===== src/rtl/ibex_pkg.sv =====
// ibex_pkg: shared types for the register-file write buffer.
//   RfWbDataWidth : widest register word a buffered write can carry.
//   rf_wb_entry_t : one buffered writeback (destination address + data).
package ibex_pkg;

    localparam int unsigned RfWbDataWidth = 32;

    typedef struct packed {
        logic [4:0]               addr;
        logic [RfWbDataWidth-1:0] data;
    } rf_wb_entry_t;

endpackage


===== src/rtl/ibex_rf_write_buffer_if.sv =====
// ibex_rf_write_buffer_if: bus between the write buffer and the 2-port RF SRAM.
//   rf_raddr_a_o : port 1 read address
//   rf_addr_b_o  : port 2 address, shared by reads and writes
//   rf_we_o      : port 2 write enable
//   rf_wdata_o   : port 2 write data
//   rf_rdata_a_i : port 1 read data, one cycle after the address
//   rf_rdata_b_i : port 2 read data, one cycle after the address
// master = write buffer, slave = SRAM.
interface ibex_rf_write_buffer_if #(
    parameter int unsigned DataWidth = 32
);
    logic [4:0]           rf_raddr_a_o;
    logic [4:0]           rf_addr_b_o;
    logic                 rf_we_o;
    logic [DataWidth-1:0] rf_wdata_o;
    logic [DataWidth-1:0] rf_rdata_a_i;
    logic [DataWidth-1:0] rf_rdata_b_i;

    modport master (
        output rf_raddr_a_o, rf_addr_b_o, rf_we_o, rf_wdata_o,
        input  rf_rdata_a_i, rf_rdata_b_i
    );

    modport slave (
        input  rf_raddr_a_o, rf_addr_b_o, rf_we_o, rf_wdata_o,
        output rf_rdata_a_i, rf_rdata_b_i
    );
endinterface


===== src/rtl/ibex_rf_wb_fifo.sv =====
// ibex_rf_wb_fifo: in-order store of pending register writes.
//   clk_i, rst_i     : clock, synchronous active-high reset
//   push_i/push_entry_i : append an entry (caller never pushes into a full
//                      FIFO unless it pops in the same cycle)
//   pop_i            : retire the head entry
//   head_o           : oldest entry
//   age_entries_o    : all slots ordered oldest (index 0) to newest
//   age_valid_o      : which age slots hold a live entry
//   full_o, empty_o  : occupancy flags
module ibex_rf_wb_fifo
    import ibex_pkg::*;
#(
    parameter int unsigned Depth = 2
) (
    input  logic         clk_i,
    input  logic         rst_i,
    input  logic         push_i,
    input  rf_wb_entry_t push_entry_i,
    input  logic         pop_i,
    output rf_wb_entry_t head_o,
    output rf_wb_entry_t age_entries_o [Depth],
    output logic [Depth-1:0] age_valid_o,
    output logic         full_o,
    output logic         empty_o
);
    localparam int unsigned PtrW = $clog2(Depth);
    localparam int unsigned CntW = $clog2(Depth + 1);

    rf_wb_entry_t    mem [Depth];
    logic [PtrW-1:0] rd_ptr;
    logic [PtrW-1:0] wr_ptr;
    logic [CntW-1:0] count;

    // Pointers wrap naturally because Depth is a power of two.
    always_ff @(posedge clk_i) begin
        if (rst_i) begin
            rd_ptr <= '0;
            wr_ptr <= '0;
            count  <= '0;
        end else begin
            if (push_i) wr_ptr <= wr_ptr + PtrW'(1);
            if (pop_i)  rd_ptr <= rd_ptr + PtrW'(1);
            count <= count + CntW'(push_i) - CntW'(pop_i);
        end
    end

    // At full, push and pop hit the same slot; the pop still sees the old
    // entry combinationally this cycle, so nothing is lost.
    always_ff @(posedge clk_i) begin
        if (push_i) mem[wr_ptr] <= push_entry_i;
    end

    always_comb begin
        for (int unsigned i = 0; i < Depth; i++) begin
            age_entries_o[i] = mem[rd_ptr + PtrW'(i)];
            age_valid_o[i]   = (CntW'(i) < count);
        end
    end

    assign head_o  = mem[rd_ptr];
    assign full_o  = (count == CntW'(Depth));
    assign empty_o = (count == '0);
endmodule


===== src/rtl/ibex_rf_write_buffer.sv =====
// ibex_rf_write_buffer: writeback buffer in front of a 2-port register SRAM
// whose second port is shared between operand-B reads and writes.
//   clk_i, rst_i            : clock, synchronous active-high reset
//   rd_req_i, need_b_i      : operand read request, operand B used
//   raddr_a_i, raddr_b_i    : operand addresses
//   rdata_a_o, rdata_b_o    : operand data, valid with rd_valid_o
//   rd_valid_o              : read issued last cycle completes now
//   stall_o                 : read not issued this cycle (B needed, buffer full)
//   we_i, waddr_i, wdata_i  : writeback, always accepted (x0 dropped)
//   rf                      : SRAM bus (master side)
//   wb_empty_o              : no buffered writes
// Writes are buffered and drained through port 2 whenever it is not serving
// an operand-B read. Reads bypass from the incoming write and the buffer.
// DataWidth must not exceed ibex_pkg::RfWbDataWidth.
module ibex_rf_write_buffer
    import ibex_pkg::*;
#(
    parameter int unsigned DataWidth = 32,
    parameter int unsigned WbDepth   = 2
) (
    input  logic                   clk_i,
    input  logic                   rst_i,
    input  logic                   rd_req_i,
    input  logic                   need_b_i,
    input  logic [4:0]             raddr_a_i,
    input  logic [4:0]             raddr_b_i,
    output logic [DataWidth-1:0]   rdata_a_o,
    output logic [DataWidth-1:0]   rdata_b_o,
    output logic                   rd_valid_o,
    output logic                   stall_o,
    input  logic                   we_i,
    input  logic [4:0]             waddr_i,
    input  logic [DataWidth-1:0]   wdata_i,
    ibex_rf_write_buffer_if.master rf,
    output logic                   wb_empty_o
);
    rf_wb_entry_t         head;
    rf_wb_entry_t         age_entries [WbDepth];
    logic [WbDepth-1:0]   age_valid;
    logic                 fifo_full;
    logic                 fifo_empty;
    logic                 push;
    logic                 drain;
    logic                 stall_int;
    logic                 b_read;
    logic                 issue;
    logic                 hit_a, hit_b;
    logic [DataWidth-1:0] byp_a, byp_b;

    logic                 vld_p1;
    logic                 zero_a_p1, zero_b_p1;
    logic                 hit_a_p1, hit_b_p1;
    logic [DataWidth-1:0] byp_a_p1, byp_b_p1;

    assign push      = we_i & (waddr_i != 5'd0);
    assign stall_int = rd_req_i & need_b_i & fifo_full;
    assign b_read    = rd_req_i & need_b_i & ~stall_int;
    assign issue     = rd_req_i & ~stall_int;
    // A full buffer always drains, which is why a push at full never overflows.
    assign drain     = ~fifo_empty & ~b_read & ~rst_i;

    ibex_rf_wb_fifo #(
        .Depth (WbDepth)
    ) u_fifo (
        .clk_i         (clk_i),
        .rst_i         (rst_i),
        .push_i        (push),
        .push_entry_i  ('{addr: waddr_i, data: RfWbDataWidth'(wdata_i)}),
        .pop_i         (drain),
        .head_o        (head),
        .age_entries_o (age_entries),
        .age_valid_o   (age_valid),
        .full_o        (fifo_full),
        .empty_o       (fifo_empty)
    );

    assign rf.rf_raddr_a_o = raddr_a_i;
    assign rf.rf_addr_b_o  = b_read ? raddr_b_i : head.addr;
    assign rf.rf_we_o      = drain;
    assign rf.rf_wdata_o   = DataWidth'(head.data);

    assign stall_o    = stall_int & ~rst_i;
    assign wb_empty_o = fifo_empty;

    // Bypass search: scan oldest to newest so newer matches override, then
    // let the incoming write override everything. The draining entry is
    // still in the age view this cycle, so it participates.
    always_comb begin
        hit_a = 1'b0;
        hit_b = 1'b0;
        byp_a = '0;
        byp_b = '0;
        for (int unsigned i = 0; i < WbDepth; i++) begin
            if (age_valid[i] && age_entries[i].addr == raddr_a_i) begin
                hit_a = 1'b1;
                byp_a = DataWidth'(age_entries[i].data);
            end
            if (age_valid[i] && age_entries[i].addr == raddr_b_i) begin
                hit_b = 1'b1;
                byp_b = DataWidth'(age_entries[i].data);
            end
        end
        if (push && waddr_i == raddr_a_i) begin
            hit_a = 1'b1;
            byp_a = wdata_i;
        end
        if (push && waddr_i == raddr_b_i) begin
            hit_b = 1'b1;
            byp_b = wdata_i;
        end
    end

    // ---- issue -> p1: capture bypass decision at the issue edge ----
    always_ff @(posedge clk_i) begin
        if (rst_i) begin
            vld_p1    <= 1'b0;
            zero_a_p1 <= 1'b1;
            zero_b_p1 <= 1'b1;
            hit_a_p1  <= 1'b0;
            hit_b_p1  <= 1'b0;
        end else begin
            vld_p1    <= issue;
            zero_a_p1 <= (raddr_a_i == 5'd0);
            zero_b_p1 <= (raddr_b_i == 5'd0) | ~need_b_i;
            hit_a_p1  <= hit_a;
            hit_b_p1  <= hit_b;
        end
    end

    always_ff @(posedge clk_i) begin
        byp_a_p1 <= byp_a;
        byp_b_p1 <= byp_b;
    end

    // ---- p1: merge bypass data with SRAM data ----
    assign rd_valid_o = vld_p1;
    assign rdata_a_o  = (vld_p1 && !zero_a_p1) ?
                        (hit_a_p1 ? byp_a_p1 : DataWidth'(rf.rf_rdata_a_i)) : '0;
    assign rdata_b_o  = (vld_p1 && !zero_b_p1) ?
                        (hit_b_p1 ? byp_b_p1 : DataWidth'(rf.rf_rdata_b_i)) : '0;
endmodule

===== src/flat_wrapper.sv =====
// flat-port wrapper written by rule: the top's interface ports become plain ports
module ibex_rf_write_buffer_flat import ibex_pkg::*;
#(
    parameter int unsigned DataWidth = 32,
    parameter int unsigned WbDepth   = 2
)
  (clk_i, rst_i, rd_req_i, need_b_i, raddr_a_i, raddr_b_i, rdata_a_o, rdata_b_o, rd_valid_o, stall_o, we_i, waddr_i, wdata_i, wb_empty_o, rf_rf_raddr_a_o, rf_rf_addr_b_o, rf_rf_we_o, rf_rf_wdata_o, rf_rf_rdata_a_i, rf_rf_rdata_b_i);
  ibex_rf_write_buffer_if #(.DataWidth(DataWidth)) rf_i ();
  input  logic clk_i;
  input  logic rst_i;
  input  logic rd_req_i;
  input  logic need_b_i;
  input  logic [4:0] raddr_a_i;
  input  logic [4:0] raddr_b_i;
  output logic [DataWidth-1:0] rdata_a_o;
  output logic [DataWidth-1:0] rdata_b_o;
  output logic rd_valid_o;
  output logic stall_o;
  input  logic we_i;
  input  logic [4:0] waddr_i;
  input  logic [DataWidth-1:0] wdata_i;
  output logic wb_empty_o;
  output wire logic [$bits(rf_i.rf_raddr_a_o)-1:0] rf_rf_raddr_a_o;
  output wire logic [$bits(rf_i.rf_addr_b_o)-1:0] rf_rf_addr_b_o;
  output wire logic [$bits(rf_i.rf_we_o)-1:0] rf_rf_we_o;
  output wire logic [$bits(rf_i.rf_wdata_o)-1:0] rf_rf_wdata_o;
  input wire logic [$bits(rf_i.rf_rdata_a_i)-1:0] rf_rf_rdata_a_i;
  input wire logic [$bits(rf_i.rf_rdata_b_i)-1:0] rf_rf_rdata_b_i;
  assign rf_rf_raddr_a_o = rf_i.rf_raddr_a_o;
  assign rf_rf_addr_b_o = rf_i.rf_addr_b_o;
  assign rf_rf_we_o = rf_i.rf_we_o;
  assign rf_rf_wdata_o = rf_i.rf_wdata_o;
  assign rf_i.rf_rdata_a_i = rf_rf_rdata_a_i;
  assign rf_i.rf_rdata_b_i = rf_rf_rdata_b_i;
  ibex_rf_write_buffer #(.DataWidth(DataWidth), .WbDepth(WbDepth)) u_core (.clk_i(clk_i), .rst_i(rst_i), .rd_req_i(rd_req_i), .need_b_i(need_b_i), .raddr_a_i(raddr_a_i), .raddr_b_i(raddr_b_i), .rdata_a_o(rdata_a_o), .rdata_b_o(rdata_b_o), .rd_valid_o(rd_valid_o), .stall_o(stall_o), .we_i(we_i), .waddr_i(waddr_i), .wdata_i(wdata_i), .rf(rf_i), .wb_empty_o(wb_empty_o));
endmodule

===== config.mk =====
export PLATFORM = sky130hd
export DESIGN_NAME = ibex_rf_write_buffer_flat
export DESIGN_NICKNAME = d
export VERILOG_FILES = /design/src/rtl/ibex_pkg.sv /design/src/rtl/ibex_rf_write_buffer_if.sv /design/src/rtl/ibex_rf_wb_fifo.sv /design/src/rtl/ibex_rf_write_buffer.sv /design/src/flat_wrapper.sv
export SDC_FILE = /design/constraint.sdc
export NUM_CORES = 1
export LEC_CHECK = 0
export BUFFER_PORTS_ARGS = -buffer_cell sky130_fd_sc_hd__buf_4
export CAP_MARGIN = 10
export CORE_MARGIN = 5
export CORE_UTILIZATION = 50
export CTS_BUF_LIST = sky130_fd_sc_hd__clkbuf_4 sky130_fd_sc_hd__clkbuf_8
export DETAILED_ROUTE_END_ITERATION = 8
export GPL_TIMING_DRIVEN = 0
export PLACE_DENSITY = 0.84
export SYNTH_ARGS = -nofsm -noshare
export SYNTH_HDL_FRONTEND = slang
export SYNTH_HIERARCHICAL = 1
export SYNTH_SLANG_ARGS = --single-unit
export TNS_END_PERCENT = 10

===== constraint.sdc =====
create_clock -name clk_i -period 3.5 [get_ports clk_i]
set_clock_uncertainty 0.2 [all_clocks]
set_input_delay 0.7 -clock clk_i [delete_from_list [all_inputs] [get_ports clk_i]]
set_output_delay 0.7 -clock clk_i [all_outputs]
set_load 0.005 [all_outputs]

After elaboration in Yosys (flattened, before gate mapping)
Memory sizes are Yosys's and may differ from the RTL's. A register that Yosys moved wholly into a read port is not among the register bits.
Index checks and enable logic that the tools add are counted.
{"block": "word_totals", "input_bits": 116, "out_inout_bits": 110, "word_cells": 73, "ram_bits": 74, "register_bits": 73, "memories": 1}
{"name": "u_core.u_fifo.mem", "depth": 2, "width": 37, "read_ports": 2, "rd_ports_with_merged_regs": 1, "wr": 1, "line": "ibex_rf_wb_fifo.sv:29", "rtl": "rf_wb_entry_t mem [Depth];"}
{"block": "classes", "bitwise": 14, "magnitude_cmp": 2, "reduce_logical": 14, "mux": 21, "n_eq_ne": 7, "add_sub_neg": 4}
{"op": "32-bit two-way mux", "count": 10}
{"op": "5-bit == test", "count": 6}
{"op": "5-bit zero test", "count": 2}
{"op": "1-bit two-way mux", "count": 10}
{"op": "1-bit AND", "count": 8}
{"op": "1-bit logical AND", "count": 8}
{"op": "5-bit two-way mux", "count": 1}
{"op": "1-bit inverter", "count": 5}
{"op": "5-bit nonzero test", "count": 1}
{"op": "1-bit by 2-bit < comparator with 1-bit output (first input constant)", "count": 2}
{"op": "1-bit adder (second input constant)", "count": 2}
{"op": "2-bit by 1-bit adder with 2-bit output", "count": 1}
{"op": "2-bit == test (second input constant)", "count": 1}
{"op": "1-bit zero test", "count": 2}
{"op": "2-bit zero test", "count": 1}
{"op": "2-bit by 1-bit subtractor with 2-bit output", "count": 1}
{"op": "1-bit bitwise OR", "count": 1}

Logic depth before layout (Yosys ltp)
{"block": "logic_depth", "word_depth": 9, "depth_mapped": 8, "depth_no_buf": 8}

Cells and area by module
The synthesis kept the hierarchy.
{"mod": "ibex_rf_write_buffer", "n_inst": 1, "cells_per_inst": 716, "seq_area_each_um2": 1381.3, "area_each_um2": 5290.1}
{"mod": "ibex_rf_wb_fifo", "n_inst": 1, "cells_per_inst": 216, "seq_area_each_um2": 2322.2, "area_each_um2": 3837.4}

Worst setup path before layout
No wires, ideal clock.
{"block": "synth_path", "path_kind": "in2reg", "startpoint": "in waddr_i[1]", "endpoint": "mem u_core/u_fifo/mem[0][0] (netlist name), enable pin", "setup_slack_ns": 0.181, "setup_time_ns": 0.436, "arrival_ns": 2.683, "required_time_ns": 2.864, "n_path_buf": 0, "path_stages": 3, "cell_sequence": "or4_4 o21a_1 nor2b_1"}
{"block": "synth_via", "elab_chain_len": 4}
{"element": "start, declared", "line": "flat_wrapper.sv:20", "rtl": "input logic [4:0] waddr_i;"}
{"element": "5-bit nonzero test", "line": "ibex_rf_write_buffer.sv:55", "rtl": "assign push = we_i & (waddr_i != 5'd0);"}
{"element": "1-bit AND", "line": "ibex_rf_write_buffer.sv:55"}
{"element": "net u_core.push", "line": "ibex_rf_write_buffer.sv:42", "rtl": "logic push;"}
{"element": "1-bit two-way mux", "line": "ibex_rf_wb_fifo.sv:50", "rtl": "if (push_i) mem[wr_ptr] <= push_entry_i;"}
{"element": "1-bit two-way mux (implied by the code)", "line": "ibex_rf_wb_fifo.sv:50"}
{"element": "end, declared", "line": "ibex_rf_wb_fifo.sv:29"}
The timed path passes the listed nets, and every way through them passes these cells.

==> impl_metrics.tcl <==
set metrics [dict create \
    fin_setup_tns_ns 0 \
    use_met2_pct 45.8 \
    grt_pass1_wl_mm 48.7 \
    hold_viol 0 \
    rsz0062_at_grt "no" \
    post-route-min-period_ns 3.39 \
    synthTopCellsByArea "edfxtp_1 24%, dfxtp_1 16%, mux2_4 8.2%" \
    synth_area_leader_cell "edfxtp_1" \
    reg2reg_slack_ns 0.11 \
    yosysTopAreaCellShare_pct 24.3 \
    holdWs_ns 0.199 \
    fillCellCount 1496 \
    drive_above_1_share_pct 34.8 \
    finalPower_mw 5.77 \
    num_antenna_cells 0 \
    path_clk_slew_ns 0.09 \
    synthAdderAreaFrac_pct 0.274 \
    grt-busiest-layer "met2" \
    hold_end "u_core/rd_valid_o" \
    power_leakage_nw 4.29 \
    swShare_pct 36.7 \
    reg2regPathDepth 8 \
    synthMostInstantiatedCell "nor3_1" \
    finalCritPeriodShare_pct 96.9 \
    min_from "need_b_i" \
    syn2layout_area_growth_pct 26.6 \
    wirelength_mm 31.6 \
    yosys-top-cells-count "128 x nor3_1, 74 x dfxtp_1, 74 x edfxtp_1, 72 x nor2_1, 68 x clkbuf_1" \
    critPathCaptureType "flip-flop" \
    cts_made_buffers 17 \
    ir_drop_v 0.000250 \
    start_util_pct 50.8 \
    finalNetCount 1296 \
    power_density_mw_per_mm2 499 \
    worstHoldPathType "primary input to flip-flop" \
    power_frac_comb_pct 41.1 \
    synth_compound_area_share_pct 10.4 \
    via_count 8792 \
    pre_cts_ws_ns 0.304 \
    synthSimpleGateAreaFrac_pct 17.8 \
    async_reset_ff_share_pct 0 \
    worstPathArrival_ns 3.55 \
    synth_nets 1050 \
    setup_viol_count_final 0 \
    hpwl_mm 23.5 \
    min_path_cells 2 \
    max-cap-violations 0 \
    grt_pass1_vias 8726 \
    run_status "finished, final reports clean" \
    htreeDepth 4 \
    met3_usage_pct 8.45 \
    synth_top_family_by_area "multiplexers" \
    cts_root_buf "clkbuf_8" \
    antenna_found_initial 0 \
    tightestPinTransition_ns 1.00 \
    synth_edf_count 74 \
    muxShareOfSynthArea_pct 18.8 \
    grt-ovfl-total 0 \
    r2r-end "u_core/byp_b_p1[31]" \
    antenna_left 0 \
    cts-resized-gates 0 \
    cts_tree "done" \
    clock-sinks 148 \
    clock_power_share_pct 24.3 \
    dr.pass1.iters 8 \
    ctsHoldBuffers 0 \
    grt_max_degree 25 \
    ys.flop_type "edfxtp_1" \
    die_w_um 145 \
    route.detailed.drc 0 \
    ios 226 \
    fin_cells 1420 \
    dieArea_mm2 0.0211 \
    yosysSeqAreaShare_pct 40.6 \
    wire_per_inst_um 22.3 \
    dp.cells 1388 \
    portBuffers 225 \
    row_count 49 \
    ys_seq_elements 148 \
    slew_headroom_pct 32.6 \
    fin_ws_ns 0.108 \
    core_mm2 0.0180 \
    vias_per_cell 6.19 \
    cp.required_ns 3.66 \
    use_met1_pct 37.3 \
    netlist_instances 932 \
    cp_max_fo 10 \
    synth_xor_xnor_area_share_pct 3.32 \
    path_class "flip-flop to flip-flop" \
    yosys_warnings 6 \
    fmax_ghz 0.295 \
    place_congestion 0.985 \
    slew_violations 0 \
    die_h_um 145 \
    clk_latency_ns 0.48 \
    ys_types 39 \
    cts_setup_buffers 0 \
    p_switching_mw 2.12 \
    start_kind "flip-flop" \
    drt_iter0_drc 1057 \
    clk_path_buf_depth 2 \
    internal-power_mw 3.65 \
    grt_util_all_layers_pct 28.7 \
    synth_area_mm2 0.00913 \
    power.share.sequential_pct 34.5 \
    syn_avg_cell_area_um2 9.79 \
]
worst max-delay path by stage:
| stage | slack [ns] | from | end | depth (start not counted) |
|---|---|---|---|---|
| floorplan | 0.18 | waddr_i[1] | u_core/u_fifo/mem[0][0] | 3 |
| global placement | -1.15 | waddr_i[2] | u_core/u_fifo/mem[0][6] | 4 |
| detailed placement | 0.30 | flip-flop | u_core/byp_a_p1[10] | 8 |
| CTS | 0.21 | u_core/hit_a_p1 | rdata_a_o[17] | 5 |
| global route | 0.02 | flip-flop | u_core/byp_b_p1[31] | 8 |
| finish | 0.11 | flip-flop | u_core/byp_b_p1[31] | 8 |
flip-flops by register name (all words and copies together), names as in the netlist, 2 cells and up, named ones only:
register,count
u_core/byp_a_p1,32
u_core/byp_b_p1,32
u_core/u_fifo/count,2
u_core/u_fifo/mem,74
logic make-up (layout without fill, tap and decap cells):
logic type	Yosys count	after routing
mux	143	143
fa+ha+maj	2	2
compound gates	136	136
flops	148	148
xor+xnor	33	33
buf+inv	145	404
simple gates	325	325
metrics by stage:
step	util [%]	instance area (um2)
finish	64.4	11600
global placement	61.8	11100
floorplan	-	9130
CTS	64.4	11600
detailed placement	62.1	11200
global route	64.4	11600
metal layers:
layer	up-vias	part of all wire, %
li1	3957	-
met1	4064	39
met2	658	46
met3	113	12
met4	0	3.2
met5	-	0
power by group through the flow:
stage / combinational, mW / sequential, mW / clock, mW
6_report: 2.37 / 1.99 / 1.40
5_1_grt: 2.49 / 2.01 / 1.50
4_1_cts: 2.31 / 1.99 / 1.41
3_5_place_dp: 2.29 / 2.03 / 0
3_3_place_gp: 2.26 / 2.03 / 0
2_1_floorplan: 1.46 / 2.02 / 0
worst max-delay path, cell delays in order, from the launching register on:
cell and delay (ns):
dfxtp_1 0.34, buf_6 0.20, buf_6 0.23, mux2_4 0.35, xor2_1 0.16, nor3_1 0.82
clkbuf_1 0.50, o211ai_1 0.16, a31oi_1 0.31
placed cells by master, fill, tap and decap left out, types with 10 or more instances in the layout:
master / count
nor3_1: 128
buf_4: 272
mux2i_1: 64
dfxtp_1: 74
a31oi_1: 66
nor2_1: 72
o211ai_1: 62
mux2_4: 50
nand4_1: 66
buf_6: 10
nand2_1: 31
buf_2: 11
clkbuf_1: 68
xor2_1: 14
mux2_2: 29
edfxtp_1: 74
xnor2_1: 18
clkbuf_8: 17
final cells by class:
type                    count  area, um2  share of cell area, %
clock buffers              20        256                   2.22
well taps                 229        287                   2.48
flip-flops and latches    148       3700                   32.0
multi-input cells         639       4620                   40.0
plain buffers             142        798                   6.91
inverters                   3       11.3                 0.0974
repair buffers            227       1730                   15.0
clock inverters            12        151                   1.31
Power figures use the tool's default switching activity.
